**src/rtl/dcache_refill_pkg.sv**
```systemverilog
// Shared constants and state encoding for the dcache line-refill engine.
package dcache_refill_pkg;

  localparam int LINE_WORDS = 8;
  localparam int INDEX_W    = 7;
  localparam int WORD_W     = 32;
  localparam int LINE_W     = LINE_WORDS * WORD_W;
  localparam int CNT_W      = $clog2(LINE_WORDS);
  localparam int OFFSET_W   = $clog2(LINE_W / 8);

  localparam logic [7:0] ARLEN_LINE   = 8'd7;
  localparam logic [2:0] ARSIZE_4B    = 3'd2;
  localparam logic [1:0] ARBURST_INCR = 2'b01;
  localparam logic [1:0] RESP_OKAY    = 2'b00;

  typedef enum logic [1:0] {
    ST_IDLE = 2'd0,
    ST_AR   = 2'd1,
    ST_R    = 2'd2,
    ST_WR   = 2'd3
  } refill_state_t;

endpackage

```
**src/rtl/dcache_refill_if.sv**
```systemverilog
// AXI read address/data channels between the refill engine and the interconnect.
interface dcache_refill_if;
  import dcache_refill_pkg::*;

  logic              arvalid;
  logic              arready;
  logic [WORD_W-1:0] araddr;
  logic [7:0]        arlen;
  logic [2:0]        arsize;
  logic [1:0]        arburst;

  logic              rvalid;
  logic              rready;
  logic [WORD_W-1:0] rdata;
  logic [1:0]        rresp;
  logic              rlast;

  modport master (
    output arvalid, araddr, arlen, arsize, arburst, rready,
    input  arready, rvalid, rdata, rresp, rlast
  );

  modport slave (
    input  arvalid, araddr, arlen, arsize, arburst, rready,
    output arready, rvalid, rdata, rresp, rlast
  );

endinterface

```
**src/rtl/dcache_line_asm.sv**
```systemverilog
// Gathers accepted 32-bit beats into a 256-bit line; the beat counter selects the slot.
module dcache_line_asm
  import dcache_refill_pkg::*;
(
  input  logic              clk,
  input  logic              rst,
  input  logic              clear,
  input  logic              beat_en,
  input  logic [WORD_W-1:0] beat_data,
  output logic [CNT_W-1:0]  cnt,
  output logic              full,
  output logic [LINE_W-1:0] line
);

  logic [CNT_W-1:0] cnt_reg, cnt_next;

  always_comb begin
    cnt_next = cnt_reg;
    if (clear) begin
      cnt_next = '0;
    end else if (beat_en) begin
      cnt_next = cnt_reg + 1'b1;
    end
  end

  always_ff @(posedge clk) begin
    if (rst) begin
      cnt_reg <= '0;
    end else begin
      cnt_reg <= cnt_next;
    end
  end

  assign cnt  = cnt_reg;
  // Asserted in the cycle the final beat is accepted, so the line is complete next cycle.
  assign full = beat_en && (cnt_reg == CNT_W'(LINE_WORDS - 1));

  generate
    for (genvar gi = 0; gi < LINE_WORDS; gi++) begin : g_slot
      logic [WORD_W-1:0] word_reg;
      logic              slot_we;

      assign slot_we = beat_en && (cnt_reg == CNT_W'(gi));

      always_ff @(posedge clk) begin
        if (slot_we) begin
          word_reg <= beat_data;
        end
      end

      assign line[gi*WORD_W +: WORD_W] = word_reg;
    end
  endgenerate

endmodule

```
**src/rtl/dcache_refill.sv**
```systemverilog
// Dcache line-refill engine: one 8-beat AXI INCR burst per miss, critical-word
// forwarding, and a single full-line write into the data bank.
module dcache_refill
  import dcache_refill_pkg::*;
(
  input  logic                clk,
  input  logic                rst,
  input  logic                refill_req,
  input  logic [WORD_W-1:0]   refill_addr,
  output logic                refill_busy,
  output logic                refill_done,
  output logic                refill_err,
  output logic                crit_valid,
  output logic [WORD_W-1:0]   crit_data,
  dcache_refill_if.master     axi,
  output logic                line_wen,
  output logic [LINE_W/8-1:0] line_wstrb,
  output logic [INDEX_W-1:0]  line_windex,
  output logic [LINE_W-1:0]   line_data
);

  refill_state_t     state_reg, state_next;
  logic [WORD_W-1:0] addr_reg, addr_next;
  logic              err_reg, err_next;

  logic              start;
  logic              rready_int;
  logic              beat_en;
  logic              beat_bad;
  logic              line_full;
  logic [CNT_W-1:0]  beat_cnt;
  logic [LINE_W-1:0] line_asm;
  logic              unused_byte_off;

  always_ff @(posedge clk) begin
    if (rst) begin
      state_reg <= ST_IDLE;
      addr_reg  <= '0;
      err_reg   <= 1'b0;
    end else begin
      state_reg <= state_next;
      addr_reg  <= addr_next;
      err_reg   <= err_next;
    end
  end

  assign start      = (state_reg == ST_IDLE) && refill_req;
  assign rready_int = (state_reg == ST_R);
  assign beat_en    = axi.rvalid && rready_int;

  // The burst is always eight beats; rlast must line up with the eighth one.
  assign beat_bad = (axi.rresp != RESP_OKAY) ||
                    (axi.rlast != (beat_cnt == CNT_W'(LINE_WORDS - 1)));

  always_comb begin
    state_next  = state_reg;
    addr_next   = addr_reg;
    err_next    = err_reg;
    axi.arvalid = 1'b0;
    line_wen    = 1'b0;
    line_wstrb  = '0;
    refill_done = 1'b0;
    refill_err  = 1'b0;
    refill_busy = 1'b1;

    case (state_reg)
      ST_IDLE: begin
        refill_busy = 1'b0;
        if (refill_req) begin
          addr_next  = refill_addr;
          err_next   = 1'b0;
          state_next = ST_AR;
        end
      end
      ST_AR: begin
        axi.arvalid = 1'b1;
        if (axi.arready) begin
          state_next = ST_R;
        end
      end
      ST_R: begin
        if (beat_en && beat_bad) begin
          err_next = 1'b1;
        end
        if (line_full) begin
          state_next = ST_WR;
        end
      end
      ST_WR: begin
        line_wen    = 1'b1;
        line_wstrb  = '1;
        refill_done = 1'b1;
        refill_err  = err_reg;
        state_next  = ST_IDLE;
      end
      default: begin
        state_next = ST_IDLE;
      end
    endcase
  end

  assign axi.araddr  = {addr_reg[WORD_W-1:OFFSET_W], {OFFSET_W{1'b0}}};
  assign axi.arlen   = ARLEN_LINE;
  assign axi.arsize  = ARSIZE_4B;
  assign axi.arburst = ARBURST_INCR;
  assign axi.rready  = rready_int;

  // Critical word is forwarded straight from the R channel, no extra cycle.
  assign crit_valid = beat_en && (beat_cnt == addr_reg[2 +: CNT_W]);
  assign crit_data  = axi.rdata;

  assign line_windex = addr_reg[OFFSET_W +: INDEX_W];
  assign line_data   = line_asm;

  assign unused_byte_off = ^addr_reg[1:0];

  dcache_line_asm u_line_asm (
    .clk       (clk),
    .rst       (rst),
    .clear     (start),
    .beat_en   (beat_en),
    .beat_data (axi.rdata),
    .cnt       (beat_cnt),
    .full      (line_full),
    .line      (line_asm)
  );

endmodule

```
**src/flat_wrapper.sv**
```systemverilog
// flat-port wrapper written by rule: the top's interface ports become plain ports
module dcache_refill_flat import dcache_refill_pkg::*;
  (clk, rst, refill_req, refill_addr, refill_busy, refill_done, refill_err, crit_valid, crit_data, line_wen, line_wstrb, line_windex, line_data, axi_arvalid, axi_araddr, axi_arlen, axi_arsize, axi_arburst, axi_rready, axi_arready, axi_rvalid, axi_rdata, axi_rresp, axi_rlast);
  dcache_refill_if axi_i ();
  input  logic clk;
  input  logic rst;
  input  logic refill_req;
  input  logic [WORD_W-1:0] refill_addr;
  output logic refill_busy;
  output logic refill_done;
  output logic refill_err;
  output logic crit_valid;
  output logic [WORD_W-1:0] crit_data;
  output logic line_wen;
  output logic [LINE_W/8-1:0] line_wstrb;
  output logic [INDEX_W-1:0] line_windex;
  output logic [LINE_W-1:0] line_data;
  output wire logic [$bits(axi_i.arvalid)-1:0] axi_arvalid;
  output wire logic [$bits(axi_i.araddr)-1:0] axi_araddr;
  output wire logic [$bits(axi_i.arlen)-1:0] axi_arlen;
  output wire logic [$bits(axi_i.arsize)-1:0] axi_arsize;
  output wire logic [$bits(axi_i.arburst)-1:0] axi_arburst;
  output wire logic [$bits(axi_i.rready)-1:0] axi_rready;
  input wire logic [$bits(axi_i.arready)-1:0] axi_arready;
  input wire logic [$bits(axi_i.rvalid)-1:0] axi_rvalid;
  input wire logic [$bits(axi_i.rdata)-1:0] axi_rdata;
  input wire logic [$bits(axi_i.rresp)-1:0] axi_rresp;
  input wire logic [$bits(axi_i.rlast)-1:0] axi_rlast;
  assign axi_arvalid = axi_i.arvalid;
  assign axi_araddr = axi_i.araddr;
  assign axi_arlen = axi_i.arlen;
  assign axi_arsize = axi_i.arsize;
  assign axi_arburst = axi_i.arburst;
  assign axi_rready = axi_i.rready;
  assign axi_i.arready = axi_arready;
  assign axi_i.rvalid = axi_rvalid;
  assign axi_i.rdata = axi_rdata;
  assign axi_i.rresp = axi_rresp;
  assign axi_i.rlast = axi_rlast;
  dcache_refill u_core (.clk(clk), .rst(rst), .refill_req(refill_req), .refill_addr(refill_addr), .refill_busy(refill_busy), .refill_done(refill_done), .refill_err(refill_err), .crit_valid(crit_valid), .crit_data(crit_data), .axi(axi_i), .line_wen(line_wen), .line_wstrb(line_wstrb), .line_windex(line_windex), .line_data(line_data));
endmodule
```
**config.mk**
```make
export PLATFORM = sky130hd
export DESIGN_NAME = dcache_refill_flat
export DESIGN_NICKNAME = d
export VERILOG_FILES = /design/src/rtl/dcache_refill_pkg.sv /design/src/rtl/dcache_refill_if.sv /design/src/rtl/dcache_line_asm.sv /design/src/rtl/dcache_refill.sv /design/src/flat_wrapper.sv
export SDC_FILE = /design/constraint.sdc
export NUM_CORES = 1
export LEC_CHECK = 0
export ABC_AREA = 1
export BUFFER_PORTS_ARGS = -buffer_cell sky130_fd_sc_hd__buf_2
export CORE_AREA = 2 2 176 178
export CTS_BUF_LIST = sky130_fd_sc_hd__clkbuf_4 sky130_fd_sc_hd__clkbuf_8
export DETAILED_ROUTE_END_ITERATION = 12
export DIE_AREA = 0 0 178 180
export GPL_ROUTABILITY_DRIVEN = 0
export GPL_TIMING_DRIVEN = 0
export HOLD_SLACK_MARGIN = 0.12
export SLEW_MARGIN = 20
export SYNTH_ARGS = -nofsm -noshare
export SYNTH_HDL_FRONTEND = slang
export SYNTH_SLANG_ARGS = --single-unit
```
**constraint.sdc**
```tcl
create_clock -name clk -period 4.6 [get_ports clk]
set_clock_uncertainty 0.1 [all_clocks]
set_input_delay 0.23 -clock clk [delete_from_list [all_inputs] [get_ports clk]]
set_output_delay 0.23 -clock clk [all_outputs]
set_load 0.005 [all_outputs]
```
==> impl_metrics.py, run 1 <==
metrics = {
    "run": {
        "cap_violations": 0,
    },
    "synth": {
        "synth_area_per_cell_um2": 17.3,
        "synth_edf_count": 256,
        "async_flop_share_pct": 0,
        "synth_warnings": 0,
        "yosysSeqAreaShare_pct": 82.6,
        "synth-seq-cells": 292,
        "syn_area_um2": 10200,
        "synth_top_area_cell": "edfxtp_1",
        "ys_types": 24,
        "ys.flop_type": "edfxtp_1",
        "synthTopCellsByArea": "edfxtp_1 76%, buf_4 8.6%, dfxtp_1 7.1%",
        "syn_inst": 589,
        "yosys.area.top_type_share_pct": 75.5,
    },
    "place": {
        "dp.cells": 1456,
        "hpwl_mm": 19.2,
        "place_area_um2": 13200,
        "portBuffers": 430,
        "pre_cts_ws_ns": 1.98,
    },
    "clocking": {
        "clock_path_buffers": 3,
        "cts_tree": "built",
        "cts_buffers": 47,
        "cts_htree_levels": 2,
        "cts_sinks": 292,
        "cts_root_buf": "clkbuf_8",
        "insertion_delay_ns": 0.54,
        "clk_pin_slew_ns": 0.06,
    },
    "layout": {
        "final_common_cell": "buf_2",
        "fin_cells": 1606,
        "drive_gt1_share_pct": 54.8,
        "diodes": 0,
        "mostFrequentLayoutCells": "430 x buf_2, 256 x edfxtp_1, 139 x buf_4, 79 x dlygate4sd3_1, 68 x nor2_1",
        "largest_reg_flops": 256,
        "design_area_um2": 14800,
        "fin_util_pct": 49.1,
        "fin_nets": 1270,
        "syn2layout_area_growth_pct": 45.8,
    },
    "die": {
        "core.rowCount": 64,
        "io_pins": 451,
        "start_util_pct": 33.7,
        "dieHeight_um": 180,
        "dieArea_um2": 32000,
        "fp.dieW_um": 178,
        "coreArea_um2": 30200,
    },
    "detailed_routing": {
        "drc_errors": 0,
        "vias_per_cell": 4.17,
        "drt_iter0_markers": 306,
        "vias": 6700,
        "totalWireLength_mm": 27.2,
        "routedWlPerCell_um": 16.9,
        "first_pass_iters": 4,
        "ant_nets": 0,
    },
    "timing": {
        "rsz0062_at_grt": "no",
        "period_needed_ns": 3.15,
        "finalHoldViolCount": 0,
        "setup_tns_ns": 0,
        "fin_ws_ns": 1.45,
        "setup_viol": 0,
        "slew_viol_final": 0,
        "tightest_slew_ns": 0.854,
        "whs_ns": 0.381,
        "fmax_mhz": 318,
        "period_share_pct": 68.4,
        "maxSlewHeadroom_pct": 42.8,
    },
    "pwr": {
        "finalPower_mw": 6.22,
        "p_leak_nw": 6.40,
        "power.density_nw_per_um2": 419,
        "peakVddDrop_mv": 0.271,
    },
    "setup_path": {
        "path_class": "reg2reg",
        "path_cells": "ha_1 > ha_1 > inv_1 > nand2_1 > nand3_1 > nand2_1 > dlygate4sd3_1 > nand2_1 > nand2_1 > dlygate4sd3_1 > a21oi_1 > dlygate4sd3_1",
        "critPathArrivalTime_ns": 3.53,
        "cp_top_family": "buffers and inverters",
        "path_buf_inv": 4,
        "startpoint_type": "flop",
        "max_stage_delay_ns": 0.55,
        "cp.required_ns": 4.98,
        "end_kind": "flop",
        "crit_top_cell": "nand2_1",
        "slowest_stage": "dlygate4sd3_1",
        "crit_fanout": 4,
    },
    "global_routing": {
        "grt_pass1_vias": 6634,
        "grt_antenna_before_repair": 0,
        "grt_overflow": 0,
        "grt_pass1_wl_mm": 38.9,
        "grt_max_degree": 36,
        "gr-usage-all-layers_pct": 16.2,
    },
    "outcome": {
        "status": "completed",
    },
    "worst_hold_path": {
        "min_path_type": "in2reg",
    },
}
## power by group
| group | switching (mW) | leakage (nW) | internal [mW] | total [mW] |
|---|---|---|---|---|
| Sequential | 0.0677 | 2.60 | 3.02 | 3.08 |
| Combinational | 0.468 | 3.33 | 0.528 | 0.996 |
| Clock | 0.947 | 0.462 | 1.19 | 2.14 |
| Total | 1.48 | 6.40 | 4.74 | 6.22 |
## worst reg2reg max path, stage by stage, from the launching register on
cell and delay [ns]:
dfxtp_1 0.34, ha_1 0.24, ha_1 0.24, inv_1 0.13, nand2_1 0.07, nand3_1 0.07
nand2_1 0.05, dlygate4sd3_1 0.56, nand2_1 0.06, nand2_1 0.04, dlygate4sd3_1 0.55, a21oi_1 0.11
dlygate4sd3_1 0.55
## metal layers
metal | vias up | global-route usage (%) | share of wire, %
met1 | 3145 | 17.6 | 37
met3 | 64 | 4.91 | 9.1
met4 | 0 | 6.43 | 3.4
met2 | 351 | 29.1 | 51
met5 | - | 0 | 0
li1 | 3140 | - | -
## cell type report
type	count	area, um^2
inverter	20	75.1
timing repair buffer	534	3170
fill	2647	15400
tap	396	495
sequential	292	8410
buffer	127	950
clock inverter	15	160
multi-input combinational	166	851
clock buffer	56	721
## Yosys cell counts, types with 2 or more instances
cell / count
clkbuf_1: 3
inv_1: 16
dfxtp_1: 36
nor2_1: 70
nand2_1: 12
buf_4: 117
inv_2: 4
nor3_1: 9
buf_6: 4
ha_1: 10
edfxtp_1: 256
conb_1: 2
nand2_2: 2
nand3_1: 2
o21ai_0: 33
clkbuf_2: 3
a21oi_1: 3
## kinds of logic after synthesis
logic type	synth area share, %
simple gates	3.81
buf+inv	10.1
compound gates	2.10
fa+ha+maj	1.23
other cells	0.0738
flops	82.6
xor+xnor	0.0861
## worst paths after layout
path / startpoint / end / depth (start not counted) / slack (ns)
hold reg to reg: u_core.addr_reg[30]$_SDFFE_PP0P_ / u_core.addr_reg[30]$_SDFFE_PP0P_ / 2 / 0.39
setup reg to reg: u_core.u_line_asm.cnt[0]$_SDFFE_PP0N_ / u_core.err_reg$_SDFFE_PP0P_ / 12 / 1.45
setup / recovery: u_core.u_line_asm.cnt[0]$_SDFFE_PP0N_ / u_core.err_reg$_SDFFE_PP0P_ / 12 / 1.45
hold / removal: refill_addr[30] / u_core.addr_reg[30]$_SDFFE_PP0P_ / 4 / 0.38
## what timing repair did
action | 4_1_cts | 5_1_grt
hold buffers | 79 | 0
hold endpoints to repair | 292 | 0
buffers inserted | 0 | 0
gates resized for setup | 0 | 0
No activity file was read; power rests on OpenSTA's default activity.
==> run 2, diff against run 1 <==
- clock period: 4.6 -> 2.9 ns (I/O delays scaled with it)
==> impl_metrics.py, run 2 (same netlist as run 1, synthesis figures left out) <==
metrics = {
    "outcome": {
        "status": "completed",
    },
    "place": {
        "hpwl_mm": 19.2,
        "dp.cells": 1456,
        "place_area_um2": 13200,
        "portBuffers": 430,
        "pre_cts_ws_ns": 0.282,
    },
    "timing": {
        "period_share_pct": 90.2,
        "finalHoldViolCount": 0,
        "period_needed_ns": 2.62,
        "setup_tns_ns": 0,
        "rsz0062_at_grt": "no",
        "fin_ws_ns": 0.284,
        "maxSlewHeadroom_pct": 42.3,
        "slew_viol_final": 0,
        "whs_ns": 0.325,
        "setup_viol": 0,
        "fmax_mhz": 382,
        "tightest_slew_ns": 0.861,
    },
    "global_routing": {
        "grt_max_degree": 36,
        "grt_antenna_before_repair": 0,
        "grt_overflow": 0,
        "grt_pass1_vias": 6973,
        "gr-usage-all-layers_pct": 16.8,
        "grt_pass1_wl_mm": 40.5,
    },
    "clocking": {
        "cts_sinks": 292,
        "cts_htree_levels": 2,
        "clock_path_buffers": 3,
        "insertion_delay_ns": 0.54,
        "cts_buffers": 47,
        "cts_tree": "built",
        "post_cts_buffers": 0,
        "cts-resized-gates": 0,
        "cts_root_buf": "clkbuf_8",
        "clk_pin_slew_ns": 0.06,
    },
    "layout": {
        "fin_cells": 1652,
        "fin_nets": 1316,
        "drive_gt1_share_pct": 52.8,
        "syn2layout_area_growth_pct": 50.3,
        "nFillCells": 2554,
        "diodes": 0,
        "final_common_cell": "buf_2",
        "fin_util_pct": 50.7,
        "largest_reg_flops": 256,
        "mostFrequentLayoutCells": "430 x buf_2, 256 x edfxtp_1, 139 x buf_4, 125 x dlygate4sd3_1, 68 x nor2_1",
        "design_area_um2": 15300,
    },
    "detailed_routing": {
        "ant_nets": 0,
        "vias_per_cell": 4.20,
        "routedWlPerCell_um": 16.9,
        "drc_errors": 0,
        "vias": 6936,
        "drt_iter0_markers": 328,
        "first_pass_iters": 4,
        "totalWireLength_mm": 28.0,
    },
    "pwr": {
        "power.internal_mw": 7.68,
        "p_seq_share_pct": 48.5,
        "power.density_nw_per_um2": 660,
        "p_clk_share_pct": 33.7,
        "p_sw_mw": 2.41,
        "p_leak_nw": 6.63,
        "power_frac_comb_pct": 17.8,
        "p_sw_share_pct": 23.9,
        "finalPower_mw": 10.1,
        "peakVddDrop_mv": 0.456,
    },
    "run": {
        "cap_violations": 0,
    },
    "setup_path": {
        "slowest_stage": "dlygate4sd3_1",
        "cp.required_ns": 3.27,
        "path_cells": "ha_1 > ha_1 > inv_1 > nand2_1 > nand3_1 > nand2_1 > dlygate4sd3_1 > nand2_1 > nand2_1 > dlygate4sd3_1 > a21oi_1",
        "path_class": "reg2reg",
        "cp_top_family": "buffers and inverters",
        "max_stage_delay_ns": 0.56,
        "path_buf_inv": 3,
        "crit_top_cell": "nand2_1",
        "startpoint_type": "flop",
        "crit_fanout": 4,
        "end_kind": "flop",
        "critPathArrivalTime_ns": 2.99,
    },
    "die": {
        "fp.dieW_um": 178,
        "coreArea_um2": 30200,
        "core.rowCount": 64,
        "dieArea_um2": 32000,
        "io_pins": 451,
        "dieHeight_um": 180,
        "start_util_pct": 33.7,
    },
    "worst_hold_path": {
        "min_path_type": "in2reg",
    },
}
run 2: changes by cell type in the layout (fill, tap and decap cells not counted):
| cell | delta |
|---|---|
| dlygate4sd3_1 | +46 |
run 2: final cells by class:
cell class                      instances  area (um^2)  area share, %
Clock inverter                         15          160           1.05
Clock buffer                           56          721           4.71
Tap cell                              396          495           3.24
Sequential cell                       292         8410           55.0
Multi-Input combinational cell        166          851           5.56
Timing Repair Buffer                  580         3630           23.8
Buffer                                127          950           6.21
Inverter                               20         75.1          0.491
run 2: worst reg2reg max path, delay by kind of cell, from the launching register on:
| kind | cells | cell delay, ns |
|---|---|---|
| AOI/OAI and AO/OA | 1 | 0.12 |
| adders and majority gates | 2 | 0.46 |
| buffers and inverters | 3 | 1.24 |
| DFF | 1 | 0.34 |
| and+or+nand+nor | 5 | 0.29 |
run 2: path summary, 6_finish.rpt:
check                                        start                                                  to  slack, ns  cells after the start
min reg2reg            u_core.err_reg$_SDFFE_PP0P_                         u_core.err_reg$_SDFFE_PP0P_       0.37                      2
min                                  axi_rdata[18]  u_core.u_line_asm.g_slot[4].word_reg[18]$_DFFE_PP_       0.33                      2
max reg2reg  u_core.u_line_asm.cnt[0]$_SDFFE_PP0N_                         u_core.err_reg$_SDFFE_PP0P_       0.28                     11
max          u_core.u_line_asm.cnt[0]$_SDFFE_PP0N_                         u_core.err_reg$_SDFFE_PP0P_       0.28                     11
run 2: what timing repair did:
item | 4_1_cts | 5_1_grt
endpoints found under the setup margin | 0 | 0
hold endpoints to repair | 292 | 0
hold buffers | 125 | 0
run 2: per-layer routing:
metal	global-route usage [%]	routed length, um
met1	18.3	10300
met2	30.3	14200
met3	5.01	2590
met4	6.16	868
met5	0	0
run 2: power by group through the flow:
| stage | Sequential (mW) | Combinational (mW) | Clock [mW] |
|---|---|---|---|
| after floorplan | 4.96 | 0.854 | 0 |
| after global placement | 4.98 | 1.40 | 0 |
| after detailed placement | 4.98 | 1.44 | 0 |
| after CTS | 4.89 | 1.77 | 3.52 |
| after global routing | 4.91 | 1.97 | 3.71 |
| final | 4.89 | 1.80 | 3.40 |
